<file path="src/rtl/data_mem_pkg.sv">
// data_mem_pkg: shared op and controller state encodings for the data RAM path
package data_mem_pkg;
  typedef enum logic [1:0] {
    OP_LOAD    = 2'b00,
    OP_STORE   = 2'b01,
    OP_COPY    = 2'b10,
    OP_ILLEGAL = 2'b11
  } op_t;
  typedef enum logic [2:0] {IDLE, RD_ADDR, RD_CAP, WR, RESP} state_t;
endpackage

</file>
<file path="src/rtl/data_mem_ctrl_if.sv">
// data_mem_ctrl_if: core-side command/response bus (cmd_* valid/ready in, rsp_* pulse and busy out)
interface data_mem_ctrl_if #(parameter int DWIDTH = 16, parameter int ADDR_WIDTH = 16, parameter int LEN_WIDTH = 8);
  logic                  cmd_valid;
  logic                  cmd_ready;
  logic [1:0]            cmd_op;
  logic [ADDR_WIDTH-1:0] cmd_addr;
  logic [ADDR_WIDTH-1:0] cmd_dst;
  logic [LEN_WIDTH-1:0]  cmd_len;
  logic [DWIDTH-1:0]     cmd_wdata;
  logic                  rsp_valid;
  logic [DWIDTH-1:0]     rsp_data;
  logic                  rsp_err;
  logic                  busy;
  modport master (output cmd_valid, cmd_op, cmd_addr, cmd_dst, cmd_len, cmd_wdata,
                  input  cmd_ready, rsp_valid, rsp_data, rsp_err, busy);
  modport slave  (input  cmd_valid, cmd_op, cmd_addr, cmd_dst, cmd_len, cmd_wdata,
                  output cmd_ready, rsp_valid, rsp_data, rsp_err, busy);
endinterface

</file>
<file path="src/rtl/data_mem_ctrl_copy_counter.sv">
// copy_counter: holds copy len and src/dst bases; gives src+i, dst+i (wrapping) and a last-word flag
module copy_counter #(parameter int ADDR_WIDTH = 16, parameter int LEN_WIDTH = 8) (
  input  logic                  clk,
  input  logic                  rst,
  input  logic                  load,
  input  logic                  inc,
  input  logic [LEN_WIDTH-1:0]  len,
  input  logic [ADDR_WIDTH-1:0] src,
  input  logic [ADDR_WIDTH-1:0] dst,
  output logic [ADDR_WIDTH-1:0] src_addr,
  output logic [ADDR_WIDTH-1:0] dst_addr,
  output logic                  last
);
  logic [LEN_WIDTH-1:0]  i, len_q;
  logic [ADDR_WIDTH-1:0] src_q, dst_q;
  always_ff @(posedge clk) begin
    if (rst) begin
      i     <= '0;
      len_q <= '0;
      src_q <= '0;
      dst_q <= '0;
    end else if (load) begin
      i     <= '0;
      len_q <= len;
      src_q <= src;
      dst_q <= dst;
    end else if (inc) begin
      i <= i + 1'b1;
    end
  end
  assign src_addr = src_q + ADDR_WIDTH'(i);
  assign dst_addr = dst_q + ADDR_WIDTH'(i);
  assign last     = i + LEN_WIDTH'(1) == len_q;
endmodule

</file>
<file path="src/rtl/data_mem_ctrl.sv">
// data_mem_ctrl: sequences data RAM pins for load/store/copy commands from bus, one-cycle response pulse per command
module data_mem_ctrl
  import data_mem_pkg::*;
#(
  parameter int DWIDTH     = 16,
  parameter int ADDR_WIDTH = 16,
  parameter int LEN_WIDTH  = 8
) (
  input  logic                  clk,
  input  logic                  rst,
  data_mem_ctrl_if.slave        bus,
  output logic [ADDR_WIDTH-1:0] ram_addr,
  output logic [DWIDTH-1:0]     ram_data,
  output logic                  ram_we,
  input  logic [DWIDTH-1:0]     ram_dout
);
  state_t                state, state_n;
  op_t                   op_q;
  logic                  accept, last;
  logic [ADDR_WIDTH-1:0] src_addr, dst_addr;
  logic [DWIDTH-1:0]     rsp_data_q;
  assign bus.cmd_ready = state == IDLE && !rst;
  assign accept        = bus.cmd_valid && bus.cmd_ready;
  assign bus.busy      = state != IDLE;
  assign bus.rsp_valid = state == RESP;
  assign bus.rsp_err   = state == RESP && op_q == OP_ILLEGAL;
  assign bus.rsp_data  = rsp_data_q;
  assign ram_we        = state == WR && !rst;
  copy_counter #(.ADDR_WIDTH(ADDR_WIDTH), .LEN_WIDTH(LEN_WIDTH)) u_cnt (
    .clk(clk), .rst(rst), .load(accept), .inc(state == WR && op_q == OP_COPY),
    .len(bus.cmd_len), .src(bus.cmd_addr), .dst(bus.cmd_dst),
    .src_addr(src_addr), .dst_addr(dst_addr), .last(last)
  );
  always_comb begin
    state_n = IDLE;
    case (state)
      IDLE:    state_n = !accept ? IDLE :
                         bus.cmd_op == OP_LOAD ? RD_ADDR :
                         bus.cmd_op == OP_STORE ? WR :
                         (bus.cmd_op == OP_COPY && |bus.cmd_len) ? RD_ADDR : RESP;
      RD_ADDR: state_n = RD_CAP;
      RD_CAP:  state_n = op_q == OP_LOAD ? RESP : WR;
      WR:      state_n = (op_q == OP_COPY && !last) ? RD_ADDR : RESP;
      default: state_n = IDLE;
    endcase
  end
  // ram_data doubles as the copy word buffer between RD_CAP and WR
  always_ff @(posedge clk) begin
    if (rst) begin
      state      <= IDLE;
      op_q       <= OP_LOAD;
      rsp_data_q <= '0;
      ram_addr   <= '0;
      ram_data   <= '0;
    end else begin
      state <= state_n;
      if (accept) begin
        op_q       <= op_t'(bus.cmd_op);
        rsp_data_q <= bus.cmd_op == OP_COPY ? DWIDTH'(bus.cmd_len) : '0;
        if (state_n != RESP) ram_addr <= bus.cmd_addr;
        if (bus.cmd_op == OP_STORE) ram_data <= bus.cmd_wdata;
      end
      if (state == RD_CAP && op_q == OP_LOAD) rsp_data_q <= ram_dout;
      if (state == RD_CAP && op_q != OP_LOAD) begin
        ram_addr <= dst_addr;
        ram_data <= ram_dout;
      end
      if (state == WR && state_n == RD_ADDR) ram_addr <= src_addr + 1'b1;
    end
  end
endmodule

</file>
<file path="src/flat_wrapper.sv">
// flat-port wrapper written by rule: the top's interface ports become plain ports
module data_mem_ctrl_flat import data_mem_pkg::*;
#(
  parameter int DWIDTH     = 16,
  parameter int ADDR_WIDTH = 16,
  parameter int LEN_WIDTH  = 8
)
  (clk, rst, ram_addr, ram_data, ram_we, ram_dout, bus_cmd_valid, bus_cmd_op, bus_cmd_addr, bus_cmd_dst, bus_cmd_len, bus_cmd_wdata, bus_cmd_ready, bus_rsp_valid, bus_rsp_data, bus_rsp_err, bus_busy);
  data_mem_ctrl_if #(.DWIDTH(DWIDTH), .ADDR_WIDTH(ADDR_WIDTH), .LEN_WIDTH(LEN_WIDTH)) bus_i ();
  input  logic clk;
  input  logic rst;
  output logic [ADDR_WIDTH-1:0] ram_addr;
  output logic [DWIDTH-1:0] ram_data;
  output logic ram_we;
  input  logic [DWIDTH-1:0] ram_dout;
  input wire logic [$bits(bus_i.cmd_valid)-1:0] bus_cmd_valid;
  input wire logic [$bits(bus_i.cmd_op)-1:0] bus_cmd_op;
  input wire logic [$bits(bus_i.cmd_addr)-1:0] bus_cmd_addr;
  input wire logic [$bits(bus_i.cmd_dst)-1:0] bus_cmd_dst;
  input wire logic [$bits(bus_i.cmd_len)-1:0] bus_cmd_len;
  input wire logic [$bits(bus_i.cmd_wdata)-1:0] bus_cmd_wdata;
  output wire logic [$bits(bus_i.cmd_ready)-1:0] bus_cmd_ready;
  output wire logic [$bits(bus_i.rsp_valid)-1:0] bus_rsp_valid;
  output wire logic [$bits(bus_i.rsp_data)-1:0] bus_rsp_data;
  output wire logic [$bits(bus_i.rsp_err)-1:0] bus_rsp_err;
  output wire logic [$bits(bus_i.busy)-1:0] bus_busy;
  assign bus_i.cmd_valid = bus_cmd_valid;
  assign bus_i.cmd_op = bus_cmd_op;
  assign bus_i.cmd_addr = bus_cmd_addr;
  assign bus_i.cmd_dst = bus_cmd_dst;
  assign bus_i.cmd_len = bus_cmd_len;
  assign bus_i.cmd_wdata = bus_cmd_wdata;
  assign bus_cmd_ready = bus_i.cmd_ready;
  assign bus_rsp_valid = bus_i.rsp_valid;
  assign bus_rsp_data = bus_i.rsp_data;
  assign bus_rsp_err = bus_i.rsp_err;
  assign bus_busy = bus_i.busy;
  data_mem_ctrl #(.DWIDTH(DWIDTH), .ADDR_WIDTH(ADDR_WIDTH), .LEN_WIDTH(LEN_WIDTH)) u_core (.clk(clk), .rst(rst), .bus(bus_i), .ram_addr(ram_addr), .ram_data(ram_data), .ram_we(ram_we), .ram_dout(ram_dout));
endmodule
</file>
<file path="config.mk">
export PLATFORM = sky130hd
export DESIGN_NAME = data_mem_ctrl_flat
export DESIGN_NICKNAME = d
export VERILOG_FILES = /design/src/rtl/data_mem_pkg.sv /design/src/rtl/data_mem_ctrl_if.sv /design/src/rtl/data_mem_ctrl_copy_counter.sv /design/src/rtl/data_mem_ctrl.sv /design/src/flat_wrapper.sv
export SDC_FILE = /design/constraint.sdc
export NUM_CORES = 1
export LEC_CHECK = 0
export ABC_CLOCK_PERIOD_IN_PS = 7700
export BUFFER_PORTS_ARGS = -buffer_cell sky130_fd_sc_hd__buf_2
export CORE_MARGIN = 2
export CORE_UTILIZATION = 45
export CTS_BUF_LIST = sky130_fd_sc_hd__clkbuf_8
export DETAILED_ROUTE_END_ITERATION = 12
export GPL_TIMING_DRIVEN = 0
export PLACE_DENSITY = 0.81
export SETUP_SLACK_MARGIN = 0.1
export SLEW_MARGIN = 20
export SYNTH_ARGS = -nofsm -noshare
export SYNTH_HDL_FRONTEND = slang
export SYNTH_SLANG_ARGS = --single-unit
</file>
<file path="constraint.sdc">
create_clock -name clk -period 7.7 [get_ports clk]
set_clock_uncertainty 0.1 [all_clocks]
set_input_delay 0.77 -clock clk [delete_from_list [all_inputs] [get_ports clk]]
set_output_delay 0.77 -clock clk [all_outputs]
set_load 0.02 [all_outputs]
</file>
==> results of run 1 <==
## per-stage QoR
stage	worst slack, ns	hold slack (ns)
2_1_floorplan	4.70	0.351
3_3_place_gp	4.71	0.367
3_5_place_dp	4.68	0.374
4_1_cts	4.73	0.389
5_1_grt	4.58	0.413
6_report	4.68	0.393
## worst max-delay path: stages
cell and delay (ns):
buf_2 0.17, clkbuf_1 0.36, clkbuf_1 0.49, nor3_1 0.16, buf_2 0.20
## metal layers
metal	track usage (%)	wire, µm	vias up
met5	0	0	-
met4	8.37	402	0
met3	4.86	1210	32
met2	40.5	7490	245
met1	34.9	6890	2474
li1	-	-	2570
## logic make-up (layout without fill, tap and decap cells)
kind of cell | count (synthesis) | count (layout) | share of synthesized area, %
adders and majority gates | 19 | 19 | 4.79
buffers and inverters | 48 | 193 | 3.63
muxes | 5 | 5 | 1.02
xor gates and xnor gates | 38 | 38 | 6.31
and+or+nand+nor | 302 | 302 | 27.2
AOI/OAI and AO/OA | 129 | 129 | 18.8
DFF | 101 | 101 | 38.3
## registers in the layout (all words and copies together) (netlist names)
| signal | count |
|---|---|
| u_core.u_cnt.dst_q | 16 |
| u_core.op_q | 2 |
| u_core.state | 3 |
| u_core.u_cnt.len_q | 8 |
| u_core.ram_addr | 16 |
| u_core.u_cnt.src_q | 16 |
| u_core.u_cnt.i | 8 |
| u_core.ram_data | 16 |
| u_core.bus.rsp_data | 16 |
## layout by cell type, fill, tap and decap left out, types with 11 or more instances in the layout
master    netlist  final
nand2_1       142    142
buf_2           3    132
dfxtp_1       101    101
nor2_1         62     62
nand3b_1       37     37
clkbuf_1       30     30
xnor2_1        23     23
a21oi_1        21     21
a311oi_1       17     17
ha_1           17     17
xor2_1         15     15
inv_1          10     11
## layout make-up
| cell class | count | area, µm² |
|---|---|---|
| Inverter | 10 | 37.5 |
| Clock buffer | 9 | 124 |
| Sequential cell | 101 | 2020 |
| Multi-Input combinational cell | 493 | 3060 |
| Timing Repair Buffer | 129 | 646 |
| Fill cell | 1087 | 5130 |
| Buffer | 38 | 154 |
| Clock inverter | 7 | 60.1 |
| Tap cell | 143 | 179 |
## worst max path at each step
stage                                   startpoint                          endpoint  slack [ns]
floorplan                                      rst  u_core.ram_addr[14]$_SDFFE_PP0P_        4.70
global placement                               rst  u_core.ram_addr[14]$_SDFFE_PP0P_        4.71
detailed placement                             rst  u_core.ram_addr[14]$_SDFFE_PP0P_        4.68
CTS                                            rst                            ram_we        4.73
global route        u_core.u_cnt.i[0]$_SDFFE_PP0P_  u_core.ram_addr[14]$_SDFFE_PP0P_        4.58
finish                                         rst                            ram_we        4.68
## where the power goes
group / switching, mW / total, mW / internal [mW] / leakage (nW)
Combinational: 0.123 / 0.204 / 0.0815 / 1.91
Clock: 0.206 / 0.329 / 0.123 / 0.0951
Sequential: 0.0263 / 0.583 / 0.557 / 0.826
Total: 0.355 / 1.12 / 0.762 / 2.83
==> metrics.txt, run 1 <==
setup TNS 0 ns; Reg2Reg Setup Slack around 4.8 ns; Final #Nets between 800 and 900; startpoint class of the critical path input pin; WL/cell ~17 µm; Worst-path clk slew 0.10 ns; Final Core Density between 50 and 60%; post-CTS sizing 0; DR DRC count 0; CP required 6.83 ns; final worst path period share a little under 40%; fmax 331 MHz; Final Hold Violating Endpoints 0; area delta synth->final 19.1%; gpl congestion 0.930; initial core utilization around 46%; Seq/Total Area, Yosys a little under two fifths; hpwl dp between 10000 and 15000 µm; dpl cell area 6100 µm²; maximum vdd ir drop 0.0861 mV; most common cell in the netlist nand2_1; Via Count 5321; Hold Crit Endpoint u_core.u_cnt.src_q[4]$_SDFFE_PP0P_; run status complete, no violations; Core Footprint 11400 µm²; site row count 39; routed wire length 16000 µm; crit path kind input pin to output pin; first-pass GRT wire length approximately 26000 µm; Tot GR Track Use 25.4%; Synth Net Count 738; Mean Syn Cell Area 8.22 µm²; layout cells sized above 1 20.8%; hold crit path type register to register; ratio of routed vias to standard cells 5.72; total CTS buffers 9; I/O pin count 130; Yosys reg bits ~100; Worst EP arrival 2.15 ns; GR Overflow Total 0; ant diodes 0; worst hold stages 2; Die Width ~110 µm; Ys Warns 0; Max clock buf depth 2; ANT nets after route 0; minimum clock period 3.02 ns; Port-buffer cells 129; DRT iter0 DRCs ~520; Placed Cells 914; Slew Viols, Final 0; vias in the first global route 5057; DIE AREA between 10000 and 15000 µm²; Post-synth EDFFs 0; H-Tree Depth 3; post-synth cell types 64; Skew-Pair Late Insertion Delay ~0.38 ns; RSZ-0062 raised after global routing false; maxcap violations 0; hold_buf cts 0; capturing point of the worst reg2reg path u_core.ram_addr[10]$_SDFFE_PP0P_; area leader, netlist dfxtp_1; die extent in y 112 µm; Pwr Density 178 nW/µm²; CTS tree built; Clock Sink Count slightly above 100; top-area cell type share of the netlist area 38.3%; final std cells w/o fill 930; CP Max Fanout 10; Cell Area, Synth 5280 µm²; worst slew pin tran 1.04 ns; Total Power 1.12 mW; initial antenna violation count 0; r2r startpoint u_core.u_cnt.i[3]$_SDFFE_PP0P_; Post-CTS Setup Bufs 0; FF-to-FF path depth 9; largest net degree at the start of global routing 19; Root Driver clkbuf_8; worst rel slew slack 30.7%; First-pass DRT Iterations 6; static leakage 2.83 nW; Cells after Synth approximately 640; Synth Flop Type dfxtp_1; async set or reset register ratio after synthesis 0%; design area 6290 µm²; setup violators final 0; synth top area cells dfxtp_1 (38%), nand2_1 (10%), nand3b_1 (5.3%); Setup crit end kind output pin; worst hold path startpoint u_core.u_cnt.src_q[4]$_SDFFE_PP0P_; synth cell count leaders nand2_1 (142), dfxtp_1 (101), nor2_1 (62)
(Power assumes the default switching activity.)
==> run 2, diff against run 1 <==
--- a/config.mk
+++ b/config.mk
@@ -5,14 +5,14 @@
 export SDC_FILE = /design/constraint.sdc
 export NUM_CORES = 1
 export LEC_CHECK = 0
-export ABC_CLOCK_PERIOD_IN_PS = 7700
+export ABC_CLOCK_PERIOD_IN_PS = 2600
 export BUFFER_PORTS_ARGS = -buffer_cell sky130_fd_sc_hd__buf_2
 export CORE_MARGIN = 2
 export CORE_UTILIZATION = 45
 export CTS_BUF_LIST = sky130_fd_sc_hd__clkbuf_8
 export DETAILED_ROUTE_END_ITERATION = 12
 export GPL_TIMING_DRIVEN = 0
-export PLACE_DENSITY = 0.81
+export PLACE_DENSITY = 0.84
 export SETUP_SLACK_MARGIN = 0.1
 export SLEW_MARGIN = 20
 export SYNTH_ARGS = -nofsm -noshare
==> constraint.sdc (replaced) <==
create_clock -name clk -period 2.6 [get_ports clk]
set_clock_uncertainty 0.1 [all_clocks]
set_input_delay 0.26 -clock clk [delete_from_list [all_inputs] [get_ports clk]]
set_output_delay 0.26 -clock clk [all_outputs]
set_load 0.02 [all_outputs]
==> run 2 against run 1 <==
Effect of this change: global-route usage rose by 0.85 points; via count is 7.5% higher; sequential power rose to 3.0 times the previous value; utilization grew 6.5 points; register-to-register slack got worse by 4.6 ns; sequential cell count stayed put; combinational power rose to 3.4 times the previous value; non-clock buffer count is 51 higher.
==> metrics.txt, run 2 (synthesis results as in run 1) <==
DR DRC count 0 (unchanged); run status complete, no violations; fmax 405 MHz; first-pass GRT wire length 26200 µm (+2.8%); site row count 39 (unchanged); Port-buffer cells 129 (unchanged); most common cell after layout, fill and taps aside nand2_1; worst setup margin 0.134 ns (-4.55 ns); worst slew pin tran 0.632 ns (-0.407 ns); Reg2Reg Setup Slack 0.13 ns (-4.62 ns); gpl congestion 0.919 (-1.1%); Core Footprint 11400 µm² (unchanged); Via Count 5722 (+7.5%); Skew-Pair Late Insertion Delay 0.40 ns (+0.02 ns); Largest stage delay, worst path 0.42 ns (-0.07 ns); Pwr Density 501 nW/µm² (+180%); ANT nets after route 0 (unchanged); area occupied by multi-input gates 3230 µm² (+5.6%); dpl cell area 6110 µm² (+0.10%); hold crit path type input pin to register; pre-CTS setup slack -0.259 ns (-4.94 ns); initial core utilization 46.2% (unchanged); DRT iter0 DRCs 581 (+12%); startpoint class of the critical path register; layout cells sized above 1 26.6% (+5.7 points); die extent in y 112 µm (unchanged); hpwl dp 12400 µm (+2.9%); crit path kind register to register; area delta synth->final 33.2%; Setup crit end kind register; Max clock buf depth 2 (unchanged); setup violators final 0 (unchanged); Total Power 3.52 mW (+220%); CP required 2.78 ns (-4.05 ns); WL/cell 18.0 µm (+4.7%); Root Driver clkbuf_8; family with the most delay on the worst path compound AO/OA/AOI/OAI gates; Crit-path slowest cell dfxtp_4; initial antenna violation count 0 (unchanged); CP Max Fanout 10 (unchanged); ant diodes 0 (unchanged); First-pass DRT Iterations 6 (unchanged); Hold Slack 0.00531 ns (-0.387 ns); WP buf/inv 3 (-1); Tot GR Track Use 26.3% (+0.85 points); I/O pin count 130 (unchanged); maxcap violations 0 (unchanged); routed wire length 17700 µm (+11%); Clock Sink Count 101 (unchanged); minimum clock period 2.47 ns; largest net degree at the start of global routing 20 (+1); Worst-path clk slew 0.10 ns (about the same); DIE AREA 12600 µm² (unchanged); Final Hold Violating Endpoints 0 (unchanged); final worst path period share 94.9%; vias in the first global route 5196 (+2.7%); total CTS buffers 9 (unchanged); RSZ-0062 raised after global routing true; fill count 1004 (-7.6%); Final Core Density 61.5% (+6.5 points); design area 7030 µm² (+12%); H-Tree Depth 3 (unchanged); Die Width 112 µm (unchanged); setup TNS 0 ns (unchanged); Slew Viols, Final 0 (unchanged); worst rel slew slack 57.8% (+27 points); CTS tree built; most used cell, CP buf_4; sequential cell area 2040 µm² (+1.1%); final std cells w/o fill 982 (+5.6%); Worst EP arrival 2.65 ns (+0.50 ns); Final #Nets 930 (+5.9%); GR Overflow Total 0 (unchanged); ratio of routed vias to standard cells 5.83 (+1.8%); CP Cell Sequence buf_4, nand2_2, o21a_1, or3_4, a2111oi_4, buf_4, nor2_4, buf_8, a221oi_1; maximum vdd ir drop 0.440 mV (+410%); Placed Cells 914 (unchanged); static leakage 3.14 nW (+11%); most frequent cells in the layout nand2_1 (141), buf_2 (131), dfxtp_1 (94)
run 2: area by class of cell:
type,instances,share of cell area (%)
inverter,10,0.534
clock inverter,7,1.30
sequential,101,29.1
timing repair buffer,181,16.1
multi-input combinational,494,46.0
buffer,37,2.65
clock buffer,9,1.76
tap,143,2.55
run 2: path summary, 6_finish.rpt:
kind | end | cells past startpoint | start
min | u_core.u_cnt.len_q[1]$_SDFFE_PP0P_ | 3 | bus_cmd_len[1]
max reg2reg | u_core.ram_addr[15]$_SDFFE_PP0P_ | 9 | u_core.u_cnt.i[1]$_SDFFE_PP0P_
max | u_core.ram_addr[15]$_SDFFE_PP0P_ | 9 | u_core.u_cnt.i[1]$_SDFFE_PP0P_
min reg2reg | u_core.u_cnt.dst_q[7]$_SDFFE_PP0P_ | 2 | u_core.u_cnt.dst_q[7]$_SDFFE_PP0P_
run 2: tightest hold or removal path, delay by kind of cell:
| family | cells | cell delay (ns) |
|---|---|---|
| AND/OR/NAND/NOR | 2 | 0.10 |
| buffers and inverters | 1 | 0.11 |
run 2: per-layer routing:
layer	global-route usage [%]	routed length [µm]
met4	10.1	548
met5	0	0
met1	34.7	7050
met3	5.24	1660
met2	42.7	8430
run 2: power by group:
| part | switching, mW | total, mW | leakage [nW] | internal, mW |
|---|---|---|---|---|
| combinational | 0.396 | 0.692 | 2.21 | 0.297 |
| clock | 0.634 | 1.10 | 0.105 | 0.468 |
| sequential | 0.0837 | 1.73 | 0.831 | 1.64 |
| total | 1.11 | 3.52 | 3.14 | 2.41 |
run 2: what timing repair did:
| item | CTS | global route |
|---|---|---|
| endpoints found under the hold margin | 37 | 0 |
| resized for setup | 24 | 48 |
| pin swaps | 5 | 15 |
| cloned | 1 | 0 |
| hold buffers | 37 | 0 |
| buffers inserted | 6 | 9 |
| setup endpoints to repair | 72 | 89 |
